File: src/rtl/img_scan_pkg.sv
// Shared types and helpers for the 2x2 image-window scanner.
// The optional max-pool comparator is enabled by IMG_SCAN_MAXPOOL_EN.
package img_scan_pkg;

  typedef enum logic [2:0] {
    IDLE = 3'd0,
    REQ  = 3'd1,
    WAIT = 3'd2,
    OUT  = 3'd3,
    DONE = 3'd4
  } scan_state_e;

  localparam int DEF_N_C    = 5;
  localparam int DEF_N_R    = 3;
  localparam int DEF_ADDR_W = 4;
  localparam int DEF_DATA_W = 16;
  localparam int DEF_STRIDE = 1;

  // Operands are sign-extended to this width so one helper serves any DATA_W up to 64.
  localparam int MAX2_W = 64;

  function automatic logic signed [MAX2_W-1:0] max2(
    input logic signed [MAX2_W-1:0] a,
    input logic signed [MAX2_W-1:0] b
  );
    if (a > b) begin
      return a;
    end else begin
      return b;
    end
  endfunction

endpackage

File: src/rtl/img_window_scanner_win_max4.sv
// Two-level signed compare tree over the four window pixels.
// Only compiled when IMG_SCAN_MAXPOOL_EN is defined.
`ifdef IMG_SCAN_MAXPOOL_EN
module win_max4
  import img_scan_pkg::*;
#(
  parameter int DATA_W = DEF_DATA_W
) (
  input  logic [DATA_W-1:0] a,
  input  logic [DATA_W-1:0] b,
  input  logic [DATA_W-1:0] c,
  input  logic [DATA_W-1:0] d,
  output logic [DATA_W-1:0] max_val
);

  logic signed [MAX2_W-1:0] a_s;
  logic signed [MAX2_W-1:0] b_s;
  logic signed [MAX2_W-1:0] c_s;
  logic signed [MAX2_W-1:0] d_s;
  logic signed [MAX2_W-1:0] ab_s;
  logic signed [MAX2_W-1:0] cd_s;
  logic signed [MAX2_W-1:0] abcd_s;

  // Sign-extend, then reduce pairwise.
  always_comb begin
    a_s     = {{(MAX2_W-DATA_W){a[DATA_W-1]}}, a};
    b_s     = {{(MAX2_W-DATA_W){b[DATA_W-1]}}, b};
    c_s     = {{(MAX2_W-DATA_W){c[DATA_W-1]}}, c};
    d_s     = {{(MAX2_W-DATA_W){d[DATA_W-1]}}, d};
    ab_s    = max2(a_s, b_s);
    cd_s    = max2(c_s, d_s);
    abcd_s  = max2(ab_s, cd_s);
    max_val = abcd_s[DATA_W-1:0];
  end

endmodule
`endif

File: src/rtl/img_window_scanner.sv
// Raster-order 2x2 window read initiator with a valid/ready output stage.
// Define IMG_SCAN_MAXPOOL_EN to add the registered signed win_max output.
module img_window_scanner
  import img_scan_pkg::*;
#(
  parameter int N_C    = DEF_N_C,
  parameter int N_R    = DEF_N_R,
  parameter int ADDR_W = DEF_ADDR_W,
  parameter int DATA_W = DEF_DATA_W,
  parameter int STRIDE = DEF_STRIDE
) (
  input  logic              clk,
  input  logic              rst_n,
  input  logic              start,
  output logic              busy,
  output logic              done,
  output logic              mem_en,
  output logic [ADDR_W-1:0] mem_addr1,
  output logic [ADDR_W-1:0] mem_addr2,
  input  logic [DATA_W-1:0] mem_rdata0,
  input  logic [DATA_W-1:0] mem_rdata1,
  input  logic [DATA_W-1:0] mem_rdata2,
  input  logic [DATA_W-1:0] mem_rdata3,
  output logic              win_valid,
  input  logic              win_ready,
  output logic [DATA_W-1:0] win_d0,
  output logic [DATA_W-1:0] win_d1,
  output logic [DATA_W-1:0] win_d2,
  output logic [DATA_W-1:0] win_d3,
  output logic              win_last
`ifdef IMG_SCAN_MAXPOOL_EN
  ,
  output logic [DATA_W-1:0] win_max
`endif
);

  // Position arithmetic is done two bits wider so row/col + STRIDE cannot wrap.
  localparam logic [ADDR_W+1:0] STEP    = (ADDR_W+2)'(STRIDE);
  localparam logic [ADDR_W+1:0] ROW_MAX = (ADDR_W+2)'(N_R-2);
  localparam logic [ADDR_W+1:0] COL_MAX = (ADDR_W+2)'(N_C-2);

  scan_state_e       state_r;
  scan_state_e       state_next_s;
  logic [ADDR_W-1:0] row_r;
  logic [ADDR_W-1:0] col_r;
  logic [ADDR_W-1:0] row_adv_s;
  logic [ADDR_W-1:0] col_adv_s;
  logic [ADDR_W+1:0] row_inc_s;
  logic [ADDR_W+1:0] col_inc_s;
  logic              last_pos_s;
  logic              accept_s;
  logic              start_s;
  logic              capture_s;

  assign mem_addr1 = row_r;
  assign mem_addr2 = col_r;
  assign accept_s  = (state_r == OUT) && win_ready;
  assign start_s   = (state_r == IDLE) && start;
  assign capture_s = (state_r == WAIT);

  // Next raster position and end-of-image detection.
  always_comb begin
    row_inc_s  = {2'b00, row_r} + STEP;
    col_inc_s  = {2'b00, col_r} + STEP;
    last_pos_s = (row_inc_s > ROW_MAX) && (col_inc_s > COL_MAX);
    if (col_inc_s > COL_MAX) begin
      col_adv_s = {ADDR_W{1'b0}};
      row_adv_s = row_inc_s[ADDR_W-1:0];
    end else begin
      col_adv_s = col_inc_s[ADDR_W-1:0];
      row_adv_s = row_r;
    end
  end

  // Next-state logic.
  always_comb begin
    state_next_s = state_r;
    case (state_r)
      IDLE: begin
        if (start) begin
          state_next_s = REQ;
        end else begin
          state_next_s = IDLE;
        end
      end
      REQ:  state_next_s = WAIT;
      WAIT: state_next_s = OUT;
      OUT: begin
        if (win_ready && win_last) begin
          state_next_s = DONE;
        end else if (win_ready) begin
          state_next_s = REQ;
        end else begin
          state_next_s = OUT;
        end
      end
      DONE:    state_next_s = IDLE;
      default: state_next_s = IDLE;
    endcase
  end

  // State register and control outputs, registered from the next state.
  always_ff @(posedge clk) begin
    if (!rst_n) begin
      state_r   <= IDLE;
      mem_en    <= 1'b0;
      busy      <= 1'b0;
      done      <= 1'b0;
      win_valid <= 1'b0;
    end else begin
      state_r   <= state_next_s;
      mem_en    <= (state_next_s == REQ);
      busy      <= (state_next_s == REQ) || (state_next_s == WAIT) ||
                   (state_next_s == OUT);
      done      <= (state_next_s == DONE);
      win_valid <= (state_next_s == OUT);
    end
  end

  // Window position: cleared on start, stepped on each accepted non-final window.
  always_ff @(posedge clk) begin
    if (!rst_n) begin
      row_r <= {ADDR_W{1'b0}};
      col_r <= {ADDR_W{1'b0}};
    end else if (start_s) begin
      row_r <= {ADDR_W{1'b0}};
      col_r <= {ADDR_W{1'b0}};
    end else if (accept_s && !win_last) begin
      row_r <= row_adv_s;
      col_r <= col_adv_s;
    end
  end

  // Pixel capture in WAIT; held until the next capture so OUT sees stable data.
  always_ff @(posedge clk) begin
    if (!rst_n) begin
      win_d0   <= {DATA_W{1'b0}};
      win_d1   <= {DATA_W{1'b0}};
      win_d2   <= {DATA_W{1'b0}};
      win_d3   <= {DATA_W{1'b0}};
      win_last <= 1'b0;
    end else if (capture_s) begin
      win_d0   <= mem_rdata0;
      win_d1   <= mem_rdata1;
      win_d2   <= mem_rdata2;
      win_d3   <= mem_rdata3;
      win_last <= last_pos_s;
    end
  end

`ifdef IMG_SCAN_MAXPOOL_EN
  logic [DATA_W-1:0] max_s;

  win_max4 #(
    .DATA_W (DATA_W)
  ) u_win_max4 (
    .a       (mem_rdata0),
    .b       (mem_rdata1),
    .c       (mem_rdata2),
    .d       (mem_rdata3),
    .max_val (max_s)
  );

  // Max is captured alongside the pixels, adding no latency.
  always_ff @(posedge clk) begin
    if (!rst_n) begin
      win_max <= {DATA_W{1'b0}};
    end else if (capture_s) begin
      win_max <= max_s;
    end
  end
`endif

endmodule

File: config.mk
export PLATFORM = sky130hd
export DESIGN_NAME = img_window_scanner
export DESIGN_NICKNAME = d
export VERILOG_FILES = /design/src/rtl/img_scan_pkg.sv /design/src/rtl/img_window_scanner_win_max4.sv /design/src/rtl/img_window_scanner.sv
export SDC_FILE = /design/constraint.sdc
export NUM_CORES = 1
export LEC_CHECK = 0
export CAP_MARGIN = 20
export CORE_AREA = 2 2 101 103
export CTS_CLUSTER_DIAMETER = 200
export CTS_CLUSTER_SIZE = 30
export DETAILED_ROUTE_END_ITERATION = 7
export DIE_AREA = 0 0 103 105
export HOLD_SLACK_MARGIN = 0.08
export PLACE_DENSITY = 0.66
export RECOVER_POWER = 100
export SYNTH_ARGS = -nofsm -noshare
export SYNTH_HDL_FRONTEND = slang
export SYNTH_SLANG_ARGS = --single-unit
File: constraint.sdc
create_clock -name clk -period 1.7 [get_ports clk]
set_clock_uncertainty 0.15 [all_clocks]
set_input_delay 0.255 -clock clk [delete_from_list [all_inputs] [get_ports clk]]
set_output_delay 0.255 -clock clk [all_outputs]
set_load 0.005 [all_outputs]
---- Word-level counts from Yosys, hierarchy flattened ----
Cells that the tools add are included.
Widths: inputs -> output; s select.
cells by class
  add/subtract/negate cells ............... 2
  multipliers ............................. 0
  divide/modulo/power cells ............... 0
  order comparisons ....................... 2
  equality and inequality tests ........... 7
  shift operators ......................... 0
  multiplexer cells ....................... 5
  bitwise operators ....................... 1
  reductions and logical operators ........ 11
operators with widths
  operator             count
  $eq 3x2->1 const B   4
  $pmux 3 s4           1
  $add 4x1->5 const B  2
  $eq 3x1->1 const B   2
  $gt 5x1->1 const B   1
  $gt 5x2->1 const B   1
  $logic_and 1x1->1    5
  $mux 4               1
  $eq 3x3->1 const B   1
  $logic_not 3->1      1
  $mux 3               1
  $logic_or 1x1->1     2
  $mux 2               1
  $reduce_and 2->1     1
  $reduce_or 2->1      1
  $logic_not 1->1      1
  $mux 1               1
  $not 1->1            1
word-level totals
  register bits after elaboration ......... 80
  latch bits .............................. 0
  memory bits (writable) .................. 0
  bits in read-only memories .............. 0
  input bits .............................. 68
  output and inout port bits .............. 77
  word-level logic and storage cells ...... 40
  memories kept ........................... 0

---- Longest topological paths before layout ----
  depth in word-level cells ............... 6
  depth in mapped cells ................... 6
  depth with buffers taken out ............ 6

---- Least setup slack after synthesis ----
OpenSTA, ideal clock, no wires.
  kind .................................... register to register
  from .................................... reg col_r[0], in the netlist mem_addr2[0]
  to ...................................... reg row_r[2], in the netlist mem_addr1[2]
  setup time .............................. 0.072 ns
  arrival time ............................ 1.410 ns
  required time ........................... 1.478 ns
  setup slack ............................. 0.068 ns
  cell stages (with the launch flop) ...... 7
  buffers on the path ..................... 0
  period minus slack after synthesis ...... 1.632 ns
  cells stage by stage .................... dfxtp_1 > inv_1 > ha_1 > nor3_1 > nor2_1 > a211oi_1 > mux2i_1
on the way
  cells in the longest elaborated chain, start to end .. 3
ends and longest elaborated chain
  item                               line                       source
  from (decl)                        img_window_scanner.sv:45   logic [ADDR_W-1:0] col_r;
  from (signal assigned)             img_window_scanner.sv:124  col_r <= {ADDR_W{1'b0}};
  from (signal assigned)             img_window_scanner.sv:127  col_r <= {ADDR_W{1'b0}};
  from (signal assigned)             img_window_scanner.sv:130  col_r <= col_adv_s;
  $add 4x1->5                        img_window_scanner.sv:64   col_inc_s = {2'b00, col_r} + STEP;
  $gt 5x2->1                         img_window_scanner.sv:66   if (col_inc_s > COL_MAX) begin
  $reduce_and 2->1 (no source line)  n/a
  to (signal assigned)               img_window_scanner.sv:123  row_r <= {ADDR_W{1'b0}};
  to (signal assigned)               img_window_scanner.sv:126  row_r <= {ADDR_W{1'b0}};
  to (signal assigned)               img_window_scanner.sv:129  row_r <= row_adv_s;
  to (decl)                          img_window_scanner.sv:44   logic [ADDR_W-1:0] row_r;
Every way passes these cells.
A chain may end at the register's enable or synchronous reset.

---- Final worst setup path ----
  from .................................... reg row_r[0], in the netlist mem_addr1[0]
  to ...................................... out mem_addr1[0]
RTL lines
  item       line                      source
  to (decl)  img_window_scanner.sv:18  output logic [ADDR_W-1:0] mem_addr1,
No word-level cell between the ends.

==> impl_metrics.py <==
metrics = {
    "layout": {
        "n_fill_cell": 948,
        "drive_above_1_share_pct": 9.34,
        "final_nets": 581,
        "syn_to_final_growth_pct": 65.5,
        "final_area_sq_mm": 0.00488,
        "fin_util_pct": 50.6,
        "insertedDiodeCount": 0,
    },
    "sta": {
        "setup_tns_ns": 0,
        "setup_viol": 0,
        "slew-limit-headroom_pct": 78.7,
        "worst_pin_slew_ns": 0.319,
        "period_share_pct": 96.1,
        "hold_viol_final": 0,
        "slew_viol_final": 0,
        "period_minus_slack_ns": 1.63,
        "worst_slack_ns": 0.0670,
        "clock.fmax_mhz": 612,
    },
    "power": {
        "powerDensity_mw_per_mm2": 873,
        "ir_drop_mv": 0.483,
        "p_leak_nw": 1.74,
        "fin_total_pwr_mw": 4.26,
    },
    "yosys": {
        "seq_area_frac_synth_pct": 54.4,
        "syn_avg_cell_area_sq_um": 8.12,
        "syn-num-nets": 435,
        "yosysTopAreaCell": "dfxtp_1",
        "synth_ff_type": "dfxtp_1",
        "synth_warnings": 0,
        "yosysMostFrequentCell": "nand2_1",
        "synthCells": 363,
        "synth_area_leaders": "dfxtp_1 (54%), nand2_1 (18%), a21oi_1 (11%)",
        "synthArstFlopShare_pct": 0,
        "ys_ff_latch": 80,
        "synth_cell_types": 33,
        "synth_area_sq_mm": 0.00295,
        "synth.top_cell.area_share_pct": 54.4,
        "synth_edf_count": 0,
        "synthTopCellsByCount": "nand2_1 (141), dfxtp_1 (80), a21oi_1 (67)",
    },
    "setup_path": {
        "slowest_stage": "clkdlybuf4s50_1",
        "critical-path-top-delay-family": "buffers and inverters",
        "path_max_fanout": 6,
        "critical_path.max_stage_delay_ns": 0.51,
        "critical_path_class": "flop to output port",
        "cp.arrival_ns": 1.23,
        "end_kind": "output port",
        "cp.required_ns": 1.29,
        "crit_chain": "clkdlybuf4s50_1",
        "start_kind": "flop",
        "path_buf_inv": 1,
    },
    "worst_hold_path": {
        "hp-class": "flop to flop",
    },
    "floorplanning": {
        "ios": 145,
        "fp.dieW_microns": 103,
        "dieArea_sq_mm": 0.0108,
        "fp.dieH_microns": 105,
        "core_sq_mm": 0.00964,
        "initial_utilization_pct": 30.6,
        "rows": 36,
    },
    "global_routing": {
        "antenna_found_initial": 0,
        "grt_usage_pct": 14.9,
        "grt_max_degree": 65,
        "grt_pass1_wl_microns": 12800,
        "grt_pass1_vias": 2808,
        "grt_overflow": 0,
    },
    "job": {
        "maxCapViolCount": 0,
    },
    "clock_tree": {
        "clockBufferDepth": 2,
        "h-tree-depth": 3,
        "cts_root_buf": "clkbuf_8",
        "cts.sinks": 80,
        "path_clk_slew_ns": 0.08,
        "post_cts_buffers": 0,
        "clock_latency_ns": 0.34,
        "hold_buffers": 0,
        "cts_buffers": 9,
        "tritoncts": "done",
    },
    "placement": {
        "io_buffers": 144,
        "preCtsSetupSlack_ns": -0.0895,
        "dp_hpwl_microns": 5590,
        "placed_area_sq_mm": 0.00462,
        "gp_congestion": 0.805,
    },
    "detailed_routing": {
        "wirelength_microns": 8100,
        "ant_nets": 0,
        "dr.first_iter.drc_count": 134,
        "drc_errors": 0,
        "vias": 2870,
        "wire_per_inst_microns": 12.5,
        "via_per_inst": 4.44,
        "firstDrtPassIters": 4,
    },
    "status": {
        "outcome": "finished clean",
    },
}
==> placed cells by master, fill, tap and decap left out, types with 3 or more instances in the layout <==
cell and n:
dfxtp_2 7, buf_12 5, a21oi_1 66, clkbuf_8 9
buf_4 4, ha_1 3, dfxtp_1 72, nand2_1 141
inv_1 7, mux2i_1 4, clkdlybuf4s50_1 143, and3_1 3
nor2_1 5, clkbuf_1 4
==> final timing paths <==
| kind | start | end | slack [ns] | cells past startpoint |
|---|---|---|---|---|
| max | mem_addr1[0] | mem_addr1[0] | 0.07 | 1 |
| min | win_d1[15] | win_d1[15] | 0.30 | 2 |
| max reg2reg | mem_addr2[0] | mem_addr1[2] | 0.07 | 6 |
| min reg2reg | win_d1[15] | win_d1[15] | 0.30 | 2 |
==> state kept, by name, indices dropped and copies added, names as in the netlist <==
name       flops
state_r        3
win_d0        16
win_d1        16
mem_en         1
mem_addr2      4
win_d2        16
win_d3        16
busy           1
win_valid      1
done           1
win_last       1
mem_addr1      4
==> what timing repair did <==
action / in CTS / in global routing
setup endpoints to repair: 10 / 9
pin swaps: 0 / 1
gates resized for setup: 7 / 11
==> metal layers <==
metal	vias to the layer above	global-route usage (%)	wire length, microns
li1	1466	-	-
met1	1301	16.7	3390
met2	93	24.9	3850
met3	10	6.02	740
met4	0	5.92	123
met5	-	0	0
==> where the power goes <==
group | switching [mW] | internal (mW)
Combinational | 0.300 | 0.432
Sequential | 0.0554 | 1.98
Clock | 0.665 | 0.829
Total | 1.02 | 3.24
==> cells by family (layout without fill, tap and decap cells) <==
kind of cell    count (synthesis)  in the layout  share of synthesized area, %
buf+inv                        30            181                          4.54
mux                             4              4                          1.36
compound gates                 81             81                          15.0
simple gates                  164            164                          23.0
flops                          80             80                          54.4
fa+ha+maj                       4              4                          1.70
==> metrics by stage <==
stage / hold slack, ns / cells
3_3_place_gp: 0.291 / 631
3_5_place_dp: 0.296 / 631
5_1_grt: 0.286 / 647
2_1_floorplan: 0.216 / 363
4_1_cts: 0.285 / 647
6_report: 0.304 / 647
==> area by class of cell <==
class	count	area (sq um)	share of cell area (%)
Multi-Input combinational cell	253	1270	26.0
Clock inverter	5	81.3	1.67
Clock buffer	11	131	2.69
Sequential cell	80	1610	33.1
Timing Repair Buffer	156	1580	32.5
Tap cell	133	166	3.41
Inverter	9	33.8	0.693
(Power assumes the default switching activity.)
